==> config.mk <==
export PLATFORM = sky130hd
export DESIGN_NAME = booth_mul_seq
export DESIGN_NICKNAME = d
export VERILOG_FILES = /design/src/rtl/booth_mul_seq.sv
export SDC_FILE = /design/constraint.sdc
export NUM_CORES = 1
export LEC_CHECK = 0
export CAP_MARGIN = 10
export CORE_UTILIZATION = 30
export CTS_CLUSTER_DIAMETER = 60
export DETAILED_ROUTE_END_ITERATION = 10
export GPL_TIMING_DRIVEN = 0
export PLACE_DENSITY = 0.53
export SETUP_SLACK_MARGIN = 0.2
export SLEW_MARGIN = 40
export SYNTH_ARGS = -nofsm -noshare
export SYNTH_HDL_FRONTEND = slang
export SYNTH_SLANG_ARGS = --single-unit
==> constraint.sdc <==
create_clock -name clk -period 6.8 [get_ports clk]
set_input_delay 1.02 -clock clk [delete_from_list [all_inputs] [get_ports clk]]
set_output_delay 1.02 -clock clk [all_outputs]
set_load 0.05 [all_outputs]
==> src/rtl/booth_mul_seq.sv <==
// booth_mul_seq: sequential Booth multiplier with a start/busy/done handshake.
// Operands are sign- or zero-extended to WIDTH+2 bits, so one signed Booth
// datapath serves both signed and unsigned requests.
// Build option: define BOOTH_RADIX4_EN for radix-4 modified Booth
// ((WIDTH+2)/2 steps). Leave it undefined for radix-2 Booth (WIDTH+2 steps).
module booth_mul_seq #(
  parameter int WIDTH = 32
) (
  input  logic                 clk,
  input  logic                 clr,
  input  logic                 start,
  input  logic                 is_signed,
  input  logic [WIDTH-1:0]     M_input,
  input  logic [WIDTH-1:0]     Q_input,
  output logic                 busy,
  output logic                 done,
  output logic [2*WIDTH-1:0]   Z
);

  localparam int EW = WIDTH + 2;   // extended operand width
  localparam int AW = EW + 2;      // accumulator width, headroom for +-2M
`ifdef BOOTH_RADIX4_EN
  localparam int ITER = EW / 2;
`else
  localparam int ITER = EW;
`endif
  localparam int CW = $clog2(ITER + 1);

  typedef enum logic [1:0] {S_IDLE, S_RUN, S_DONE} state_t;

  state_t             state_reg, state_next;
  logic               load, step, last;
  logic [AW-1:0]      a_reg, a_step;
  logic [AW-1:0]      m_ext, m2_ext, addend, sum;
  logic [EW-1:0]      q_reg, m_reg, q_step, m_load, q_load;
  logic               qm1_reg, qm1_step;
  logic [CW-1:0]      cnt_reg;
  logic [2*WIDTH-1:0] z_reg, z_next;

  assign last = (cnt_reg == CW'(1));

  // Operand extension applied at accept time.
  assign m_load = is_signed ? {{2{M_input[WIDTH-1]}}, M_input} : {2'b00, M_input};
  assign q_load = is_signed ? {{2{Q_input[WIDTH-1]}}, Q_input} : {2'b00, Q_input};

  assign m_ext  = {{2{m_reg[EW-1]}}, m_reg};
  assign m2_ext = {m_ext[AW-2:0], 1'b0};

  // State register.
  always_ff @(posedge clk) begin
    if (clr) state_reg <= S_IDLE;
    else     state_reg <= state_next;
  end

  // Next-state logic and handshake outputs; start is only honoured when not iterating.
  always_comb begin
    state_next = state_reg;
    load       = 1'b0;
    step       = 1'b0;
    busy       = 1'b0;
    done       = 1'b0;
    case (state_reg)
      S_IDLE: begin
        if (start) begin
          load       = 1'b1;
          state_next = S_RUN;
        end
      end
      S_RUN: begin
        busy = 1'b1;
        step = 1'b1;
        if (last) state_next = S_DONE;
      end
      S_DONE: begin
        done = 1'b1;
        if (start) begin
          load       = 1'b1;
          state_next = S_RUN;
        end else begin
          state_next = S_IDLE;
        end
      end
      default: state_next = S_IDLE;
    endcase
  end

`ifdef BOOTH_RADIX4_EN
  // Radix-4 recoding of {Q[1],Q[0],Q-1}, add, then arithmetic shift by 2.
  always_comb begin
    addend = '0;
    case ({q_reg[1:0], qm1_reg})
      3'b001, 3'b010: addend = m_ext;
      3'b011:         addend = m2_ext;
      3'b100:         addend = -m2_ext;
      3'b101, 3'b110: addend = -m_ext;
      default:        addend = '0;
    endcase
    sum      = a_reg + addend;
    a_step   = {{2{sum[AW-1]}}, sum[AW-1:2]};
    q_step   = {sum[1:0], q_reg[EW-1:2]};
    qm1_step = q_reg[1];
  end
`else
  // Radix-2 recoding of {Q[0],Q-1}, add, then arithmetic shift by 1.
  always_comb begin
    addend = '0;
    case ({q_reg[0], qm1_reg})
      2'b01:   addend = m_ext;
      2'b10:   addend = -m_ext;
      default: addend = '0;
    endcase
    sum      = a_reg + addend;
    a_step   = {sum[AW-1], sum[AW-1:1]};
    q_step   = {sum[0], q_reg[EW-1:1]};
    qm1_step = q_reg[0];
  end
`endif

  // Low 2*WIDTH bits of {A,Q} after the final step form the exact product.
  assign z_next = {a_step[WIDTH-3:0], q_step};

  // Datapath registers: load on accept, iterate in RUN, capture Z on the last step.
  always_ff @(posedge clk) begin
    if (clr) begin
      a_reg   <= '0;
      q_reg   <= '0;
      qm1_reg <= 1'b0;
      m_reg   <= '0;
      cnt_reg <= '0;
      z_reg   <= '0;
    end else if (load) begin
      a_reg   <= '0;
      q_reg   <= q_load;
      qm1_reg <= 1'b0;
      m_reg   <= m_load;
      cnt_reg <= CW'(ITER);
    end else if (step) begin
      a_reg   <= a_step;
      q_reg   <= q_step;
      qm1_reg <= qm1_step;
      cnt_reg <= cnt_reg - CW'(1);
      if (last) z_reg <= z_next;
    end
  end

  assign Z = z_reg;

endmodule
# Word level (Yosys, flattened, before mapping)
# Index checks and enable logic that the tools add are counted.
word_totals:
  register_bits: 176
  out_inout_bits: 66
classes:
  bitwise_logic: 1
  n_addsub: 3
  eq_ne: 7
  n_mux: 15
  n_reduce_logical: 6
op_table:
  columns: ["cell", "n"]
  rows:
  - ["$mux W34", 4]
  - ["$pmux W36 S2", 1]
  - ["$add A36 B36 Y36", 1]
  - ["$neg A36 Y36", 1]
  - ["$mux W6", 2]
  - ["$eq A6 B1 Y1 const B", 1]
  - ["$pmux W2 S3", 1]
  - ["$sub A6 B1 Y6 const B", 1]
  - ["$mux W1", 5]
  - ["$eq A2 B1 Y1 const B", 2]
  - ["$eq A2 B2 Y1 const B", 2]
  - ["$mux W2", 2]
  - ["$ne A2 B2 Y1 const B", 2]
  - ["$reduce_or A2 Y1", 2]
  - ["$reduce_and A3 Y1", 1]
  - ["$logic_not A2 Y1", 1]
  - ["$reduce_and A2 Y1", 1]
  - ["$reduce_bool A2 Y1", 1]
  - ["$not A1 Y1", 1]

# Depth between registers and ports, before layout
# Gate-level depths: netlist (run 1).
logic_depth:
  ltp_word: 5
  depth_mapped: 22
  mapped_depth_nobuf: 22

# Least setup slack after synthesis (run 1)
# Ideal clock, no wire load.
synth_timing:
  path_kind: "register -> register"
  from: "register m_reg[9]"
  to: "register a_reg[34] (netlist name)"
  stages_incl_launch_ff: 20
  synth_period_minus_slack_ns: 4.759
  t_required_ns: 6.684
  n_path_buf: 1
  slack_ns: 2.041
  arrival_time_ns: 4.643
  path_cell_list: "dfxtp_1 -> buf_6 -> or4_4 -> nor4b_4 -> nand3_2 -> or4_4 -> or3_4 -> or3_4 -> or2_4 -> a311oi_1 -> ha_1 -> a21o_1 -> a21o_1 -> a21oi_1 -> o21a_1 -> o31ai_1 -> a31oi_1 -> xnor2_1 -> a21oi_1 -> a31o_1"
synth_via:
  elab_chain_len: 3
synth_lines:
  columns: ["item", "line", "source"]
  rows:
  - ["start, declared", "35", "logic [EW-1:0] q_reg, m_reg, q_step, m_load, q_load;"]
  - ["start signal, assigned", "135", "m_reg <= m_load;"]
  - ["$neg A36 Y36", "109", "2'b10: addend = -m_ext;"]
  - ["$pmux W36 S2 (*)", "107", "case ({q_reg[0], qm1_reg})"]
  - ["$add A36 B36 Y36 (*)", "112", "sum = a_reg + addend;"]
# Every way passes the cells marked *; elsewhere a longest branch is shown, timed or not.
# A chain may end at the register's enable or synchronous reset.

# Worst setup path after layout (run 1)
layout_timing:
  from: "register m_reg[0]"
  to: "register a_reg[34] (netlist name)"
layout_via:
  elab_chain_len: 3
layout_lines:
  columns: ["item", "line"]
  rows:
  - ["$neg A36 Y36", "109"]
  - ["$pmux W36 S2 (*)", "107"]
  - ["$add A36 B36 Y36 (*)", "112"]
# Marks and branches as above.

==> flow_summary_export.csv, run 1 <==
group,metric,value,unit
min_path,holdPathStages,2,
cells_and_area,final_net_count,1463,
worst_setup_path,required,7.14,ns
logic_synthesis,yosys_warnings,0,
worst_setup_path,path_cells,"inv_1, ha_1, nand2_1, or4_1, nor3_1, nor3b_1, nor3b_1, nor3_1, a21oi_1, nor2_1, ha_1, nand3_1, a211o_1, a2111oi_0, nor2_1, o31ai_1, a31oi_1, xnor2_1, a21oi_1, a31o_1",
worst_setup_path,crit_buf_inv,1,
sta,hold_ws,0.455,ns
worst_setup_path,r2r_end,"a_reg[34]$_SDFFE_PP0P_",
grt,antenna_found_initial,1,
drt,vias,8770,
worst_setup_path,crit_start,"m_reg[0]$_SDFFE_PP0P_",
drt,wl_per_cell,16.1,um
logic_synthesis,syn_area,8970,um^2
cells_and_area,n_antenna_cell,0,
grt,overflow,0,
floorplan,die-area,30600,um^2
drt,drtPass1Iterations,5,
sta,finalMaxSlewViolations,0,
sta,fin_setup_tns,0,ns
floorplan,rows,62,
worst_setup_path,r2r_slack,1.41,ns
status,status,"complete, no violations",
logic_synthesis,synth_edf_count,0,
floorplan,io_pins,134,
pwr,p_leak,4.12,nW
drt,drc,0,
worst_setup_path,r2r_start,"m_reg[0]$_SDFFE_PP0P_",
sta,setup_viol,0,
sta,fin_skew,0.0188,ns
grt,grt_first_pass_wirelength,45100,um
pwr,p_per_area,214,nW/um^2
worst_setup_path,critPathMaxFanout,5,
logic_synthesis,async_flop_share,0,
placement,hpwlAfterDp,21300,um
drt,drt-initial-drc-count,397,
drt,ant_nets,0,
clock_tree,post_cts_resized,0,
floorplan,start_util,0.308,
cells_and_area,drive_gt1_frac,0.0410,
worst_setup_path,endpoint,"a_reg[34]$_SDFFE_PP0P_",
clock_tree,cts_inserted_buffers,17,
floorplan,die_x,175,um
drt,viasPerCell,5.01,
worst_setup_path,max_stage_delay,0.54,ns
logic_synthesis,yosysSeqAreaShare,0.390,
logic_synthesis,syn_nets,1311,
clock_tree,clock_latency,0.45,ns
grt,grt_max_degree,23,
worst_setup_path,cp_top_family,"simple AND/OR/NAND/NOR gates",
logic_synthesis,synth_seq_cells,175,
clock_tree,clk_pin_slew_worst_paths,0.08,ns
grt,grt_pass1_vias,8626,
clock_tree,cts_max_level,4,
min_path,hold_start,"Z[57]$_SDFFE_PP0P_",
logic_synthesis,synthCells,1202,
cells_and_area,largest_register_ffs,64,
sta,fmax,185,MHz
worst_setup_path,crit_path_start_kind,"register",
worst_setup_path,cp.arrival,5.73,ns
job,max_cap_viol_count,0,
sta,worst_pin_slew,0.795,ns
placement,gp_congestion,0.893,
sta,finalCritPeriodShare,0.793,
worst_setup_path,endpoint_kind,"register",
logic_synthesis,syn_area_per_cell,7.47,um^2
pwr,power,2.45,mW
drt,wl,28100,um
worst_setup_path,worstSetupPathDepth,20,
clock_tree,cts_tree,"yes",
worst_setup_path,cp_slowest_cell,"or4_1",
logic_synthesis,synth_top_flop_cell,"dfxtp_1",
sta,slew_headroom,0.470,
placement,numPortBuffers,133,
pwr,max-vdd-ir-drop,0.179,mV
min_path,hold_class,"register to register",
clock_tree,clkSinkCount,175,
clock_tree,cts_setup_buffers,0,
sta,rsz0062_at_grt,"false",
clock_tree,root_buffer,"clkbuf_16",
worst_setup_path,criticalPathCategory,"register to register",
cells_and_area,fillCellCount,3116,
floorplan,core,29100,um^2
grt,grt_use_total,0.187,
clock_tree,cts.path.max_buffers,2,
logic_synthesis,synth.distinct_cells,56,
clock_tree,hold_buffers,0,
floorplan,die_y,175,um
worst_setup_path,reg2reg_depth,20,
sta,layout_min_cycle_time,5.39,ns
cells_and_area,area_growth,27.4,%
sta,hold_violations,0,
layout make-up:
cell class	count	area [um^2]	area share
Clock inverter	15	221	0.0194
Multi-Input combinational cell	930	5080	0.445
Buffer	76	307	0.0268
Timing Repair Buffer	133	1330	0.116
Sequential cell	175	3500	0.306
Tap cell	384	480	0.0420
Clock buffer	17	425	0.0372
Inverter	21	78.8	0.00690
cells by family (layout without fill, tap and decap cells):
logic type               after synthesis  in the layout  share of synthesized area
adder cells (fa/ha/maj)               41             41                     0.0580
XOR/XNOR                              37             37                     0.0361
AO/OA/AOI/OAI                        354            354                      0.232
flip-flops                           175            175                      0.390
buffers and inverters                 97            262                     0.0429
AND/OR/NAND/NOR                      498            498                      0.240
cell usage after synthesis, types with 4 or more instances:
library cell  instances  share of area
a211oi_1             10         0.0084
o31ai_1               5         0.0042
xnor2_1              25          0.024
dfxtp_1             175           0.39
o21bai_1             11         0.0092
nand2b_1              5         0.0035
o21a_1                6         0.0050
nor3b_1               4         0.0033
o311a_1               4         0.0045
a21o_1               15          0.013
nand2_1             330           0.14
ha_1                 40          0.056
nand3_1              12         0.0067
nor3_1               21          0.012
o21ai_0              27          0.015
nand4_1               4         0.0028
and2_1                4         0.0028
a21oi_1             215           0.12
nand3b_1              5         0.0042
a22oi_1              33          0.028
nor2b_1               6         0.0042
inv_1                21         0.0088
xor2_1               12          0.012
a311oi_1              6         0.0059
a21boi_0              5         0.0042
nor4_1                5         0.0035
buf_1                15         0.0063
or3_1                11         0.0077
clkbuf_1             56          0.023
a31oi_1               4         0.0028
nor2_1               71          0.030
or2_2                 5         0.0035
metrics by stage:
step,worst slack [ns],instance area (um^2),std cells,utilization
2_1_floorplan,2.04,8970,1202,-
3_3_place_gp,1.45,10800,1719,0.371
3_5_place_dp,1.47,10800,1719,0.371
4_1_cts,1.42,11400,1751,0.393
5_1_grt,0.956,11400,1751,0.393
6_report,1.41,11400,1751,0.393
worst min path at each step:
stage,to
final,Z[57]$_SDFFE_PP0P_
after global routing,Z[19]$_SDFFE_PP0P_
after CTS,Z[57]$_SDFFE_PP0P_
after detailed placement,Z[19]$_SDFFE_PP0P_
after global placement,Z[0]$_SDFFE_PP0P_
after floorplan,a_reg[30]$_SDFFE_PP0P_
power breakdown:
| group | switching, mW | internal (mW) | total, mW |
|---|---|---|---|
| Combinational | 0.190 | 0.119 | 0.309 |
| Clock | 0.529 | 0.516 | 1.04 |
| Sequential | 0.0348 | 1.06 | 1.09 |
| Total | 0.753 | 1.69 | 2.45 |
worst reg2reg max path, cell delays in order (launching register included):
cell,delay (ns)
dfxtp_1,0.38
inv_1,0.11
ha_1,0.19
nand2_1,0.10
or4_1,0.54
nor3_1,0.34
nor3b_1,0.34
nor3b_1,0.46
nor3_1,0.08
a21oi_1,0.18
nor2_1,0.08
ha_1,0.39
nand3_1,0.14
a211o_1,0.33
a2111oi_0,0.34
nor2_1,0.20
o31ai_1,0.41
a31oi_1,0.16
xnor2_1,0.22
a21oi_1,0.09
a31o_1,0.20
per-layer routing:
metal / routed length, um / track usage
met1: 12800 / 0.239
met2: 12900 / 0.307
met3: 1670 / 0.0444
met4: 747 / 0.0649
met5: 0 / 0
cells in the final DEF (no fill, tap or decap), types with 5 or more instances in the layout:
cell type and instances:
a211oi_1 10, clkbuf_16 17, o31ai_1 5, inv_1 21
clkbuf_1 56, nor2b_1 6, xnor2_1 25, xor2_1 12
o21a_1 6, or3_1 11, nand3_1 12, nor2_1 71
dfxtp_1 175, inv_12 5, a311oi_1 6, a21oi_1 215
a21boi_0 5, o21bai_1 11, or2_2 5, nand2b_1 5
nor3_1 21, a21o_1 15, buf_1 15, clkdlybuf4s50_1 133
clkinv_8 7, nor4_1 5, nand3b_1 5, ha_1 40
nand2_1 330, o21ai_0 27, a22oi_1 33
Note: power is estimated with default switching activity, not from simulation.
==> inputs of run 2 (changes only) <==
- PLACE_DENSITY: 0.53 -> 0.55
- clock period: 6.8 -> 4.6 ns (I/O delays scaled with it)
==> run 2 against run 1 <==
  * The run now ends with setup timing left
  * Global-route usage is 0.12 points lower
  * Worst hold slack worse by 0.0026 ns
  * Fmax is 11% higher
  * Critical path depth is 2 lower
  * Setup slack worse by 1.7 ns
  * Final cell count is 2.1% higher
  * Utilization is 2.6 points higher
  * Clock power is 46% higher
  * Via count is 3.3% higher
  * Die area stayed put
  * Wire length is 1.8% higher
  * Clock skew is 0.0012 ns lower
  * Critical path type unchanged
  * Highest routed layer is now met5
==> flow_summary_export.csv, run 2 (synthesis gave the netlist of run 1 again) <==
group,metric,value,unit
sta,fmax,206,MHz
pwr,p_leak,4.38,nW
sta,hold_violations,0,
pwr,max-vdd-ir-drop,0.258,mV
clock_tree,cts_inserted_buffers,17,
floorplan,rows,62,
sta,worst_pin_slew,0.750,ns
sta,setup_viol,6,
floorplan,die_y,175,um
cells_and_area,drive_gt1_frac,0.123,
worst_setup_path,crit_path_start_kind,"register",
sta,layout_setup_ws,-0.264,ns
worst_setup_path,critPathMaxFanout,3,
worst_setup_path,cp.arrival,5.20,ns
drt,drtPass1Iterations,5,
placement,numPortBuffers,133,
status,status,"finished, violations left",
clock_tree,cts_max_level,4,
drt,drc,0,
cells_and_area,final_cell_mix,"nand2_1, a21oi_1, dfxtp_1, clkdlybuf4s50_1, nor2_1",
sta,layout_min_cycle_time,4.86,ns
grt,grt_max_degree,22,
drt,wl,28600,um
min_path,hold_class,"register to register",
cells_and_area,final_core_util,0.419,
pwr,p_per_area,300,nW/um^2
clock_tree,root_buffer,"clkbuf_16",
pwr,power,3.66,mW
cells_and_area,largest_register_ffs,64,
sta,fin_skew,0.0176,ns
job,max_cap_viol_count,0,
sta,rsz0062_at_grt,"true",
grt,antenna_found_initial,1,
drt,ant_nets,0,
floorplan,die-area,30600,um^2
worst_setup_path,endpoint_kind,"register",
floorplan,die_x,175,um
drt,vias,9063,
grt,grt_first_pass_wirelength,45100,um
sta,finalMaxSlewViolations,0,
cells_and_area,n_antenna_cell,0,
sta,finalCritPeriodShare,1.06,
cells_and_area,final_common_cell,"nand2_1",
drt,drt-initial-drc-count,550,
floorplan,core,29100,um^2
clock_tree,cts.path.max_buffers,2,
clock_tree,hold_buffers,0,
grt,grt_pass1_vias,8602,
worst_setup_path,criticalPathCategory,"register to register",
floorplan,start_util,0.308,
clock_tree,cts_tree,"yes",
grt,grt_use_total,0.186,
grt,overflow,0,
placement,gp_congestion,0.884,
clock_tree,clock_latency,0.44,ns
clock_tree,clkSinkCount,175,
drt,viasPerCell,5.07,
clock_tree,clk_pin_slew_worst_paths,0.08,ns
cells_and_area,area_growth,35.9,%
cells_and_area,fillCellCount,3000,
status,violations,"setup timing",
placement,hpwlAfterDp,21100,um
floorplan,io_pins,134,
worst_setup_path,required,4.93,ns
sta,slew_headroom,0.500,
drt,wl_per_cell,16.0,um
worst_setup_path,r2r_slack,-0.26,ns
cells_and_area,final_net_count,1500,
[run 2: cell types whose count changed in the layout (fill, tap and decap cells not counted), sizes merged]
| cell | previous run | this run |
|---|---|---|
| buf | 19 | 58 |
| clkbuf | 74 | 72 |
[run 2: what timing repair did]
item | in CTS | in global routing
buffers inserted | 15 | 22
pin swaps | 16 | 38
endpoints found under the setup margin | 30 | 31
resized for setup | 30 | 92
cloned | 0 | 0
[run 2: through the flow]
stage / hold WS [ns] / setup TNS [ns] / area [um^2] / setup slack (ns) / instances
2_1_floorplan: 0.436 / -0.00921 / 8990 / -0.00921 / 1202
6_report: 0.453 / -1.01 / 12200 / -0.264 / 1788
4_1_cts: 0.457 / -0.444 / 11700 / -0.204 / 1766
3_3_place_gp: 0.444 / -5.30 / 10800 / -0.692 / 1719
5_1_grt: 0.476 / -2.00 / 12200 / -0.422 / 1788
3_5_place_dp: 0.447 / -6.02 / 10800 / -0.715 / 1719
[run 2: path summary, 6_finish.rpt]
kind	from	endpoint	depth (start not counted)
worst min register to register	Z[48]$_SDFFE_PP0P_	Z[48]$_SDFFE_PP0P_	2
worst max register to register	m_reg[12]$_SDFFE_PP0P_	a_reg[34]$_SDFFE_PP0P_	18
worst max-delay path	m_reg[12]$_SDFFE_PP0P_	a_reg[34]$_SDFFE_PP0P_	18
worst min-delay path	Z[48]$_SDFFE_PP0P_	Z[48]$_SDFFE_PP0P_	2
[run 2: cell type report]
class,count,area (um^2),area share
sequential,175,3520,0.289
clock inverter,15,206,0.0169
buffer,76,324,0.0266
tap,384,480,0.0394
timing repair buffer,170,1620,0.133
inverter,21,78.8,0.00646
multi-input combinational,930,5540,0.454
clock buffer,17,425,0.0349
[run 2: worst max-delay path, cell delays in order (launching register included)]
cell and delay [ns]:
dfxtp_2 0.33, or4_4 0.56, nor4b_4 0.29, nand3_2 0.12
or4_4 0.44, or3_4 0.35, or3_4 0.34, or2_4 0.25
o311a_1 0.31, nor3_2 0.22, ha_1 0.28, buf_4 0.15
nand3_1 0.18, o21a_1 0.21, o31ai_4 0.08, a31oi_1 0.18
xnor2_1 0.17, a21oi_1 0.09, a31o_1 0.20
[run 2: power breakdown]
part | switching [mW] | total, mW | internal [mW]
logic | 0.302 | 0.520 | 0.217
clock network | 0.766 | 1.52 | 0.752
registers | 0.0562 | 1.62 | 1.56
total | 1.12 | 3.66 | 2.53
[run 2: metal layers]
layer	vias up	GRT usage	routed length [um]
li1	4520	-	-
met1	4276	0.238	12600
met2	234	0.313	13700
met3	31	0.0426	1780
met4	2	0.0478	509
met5	-	0	11
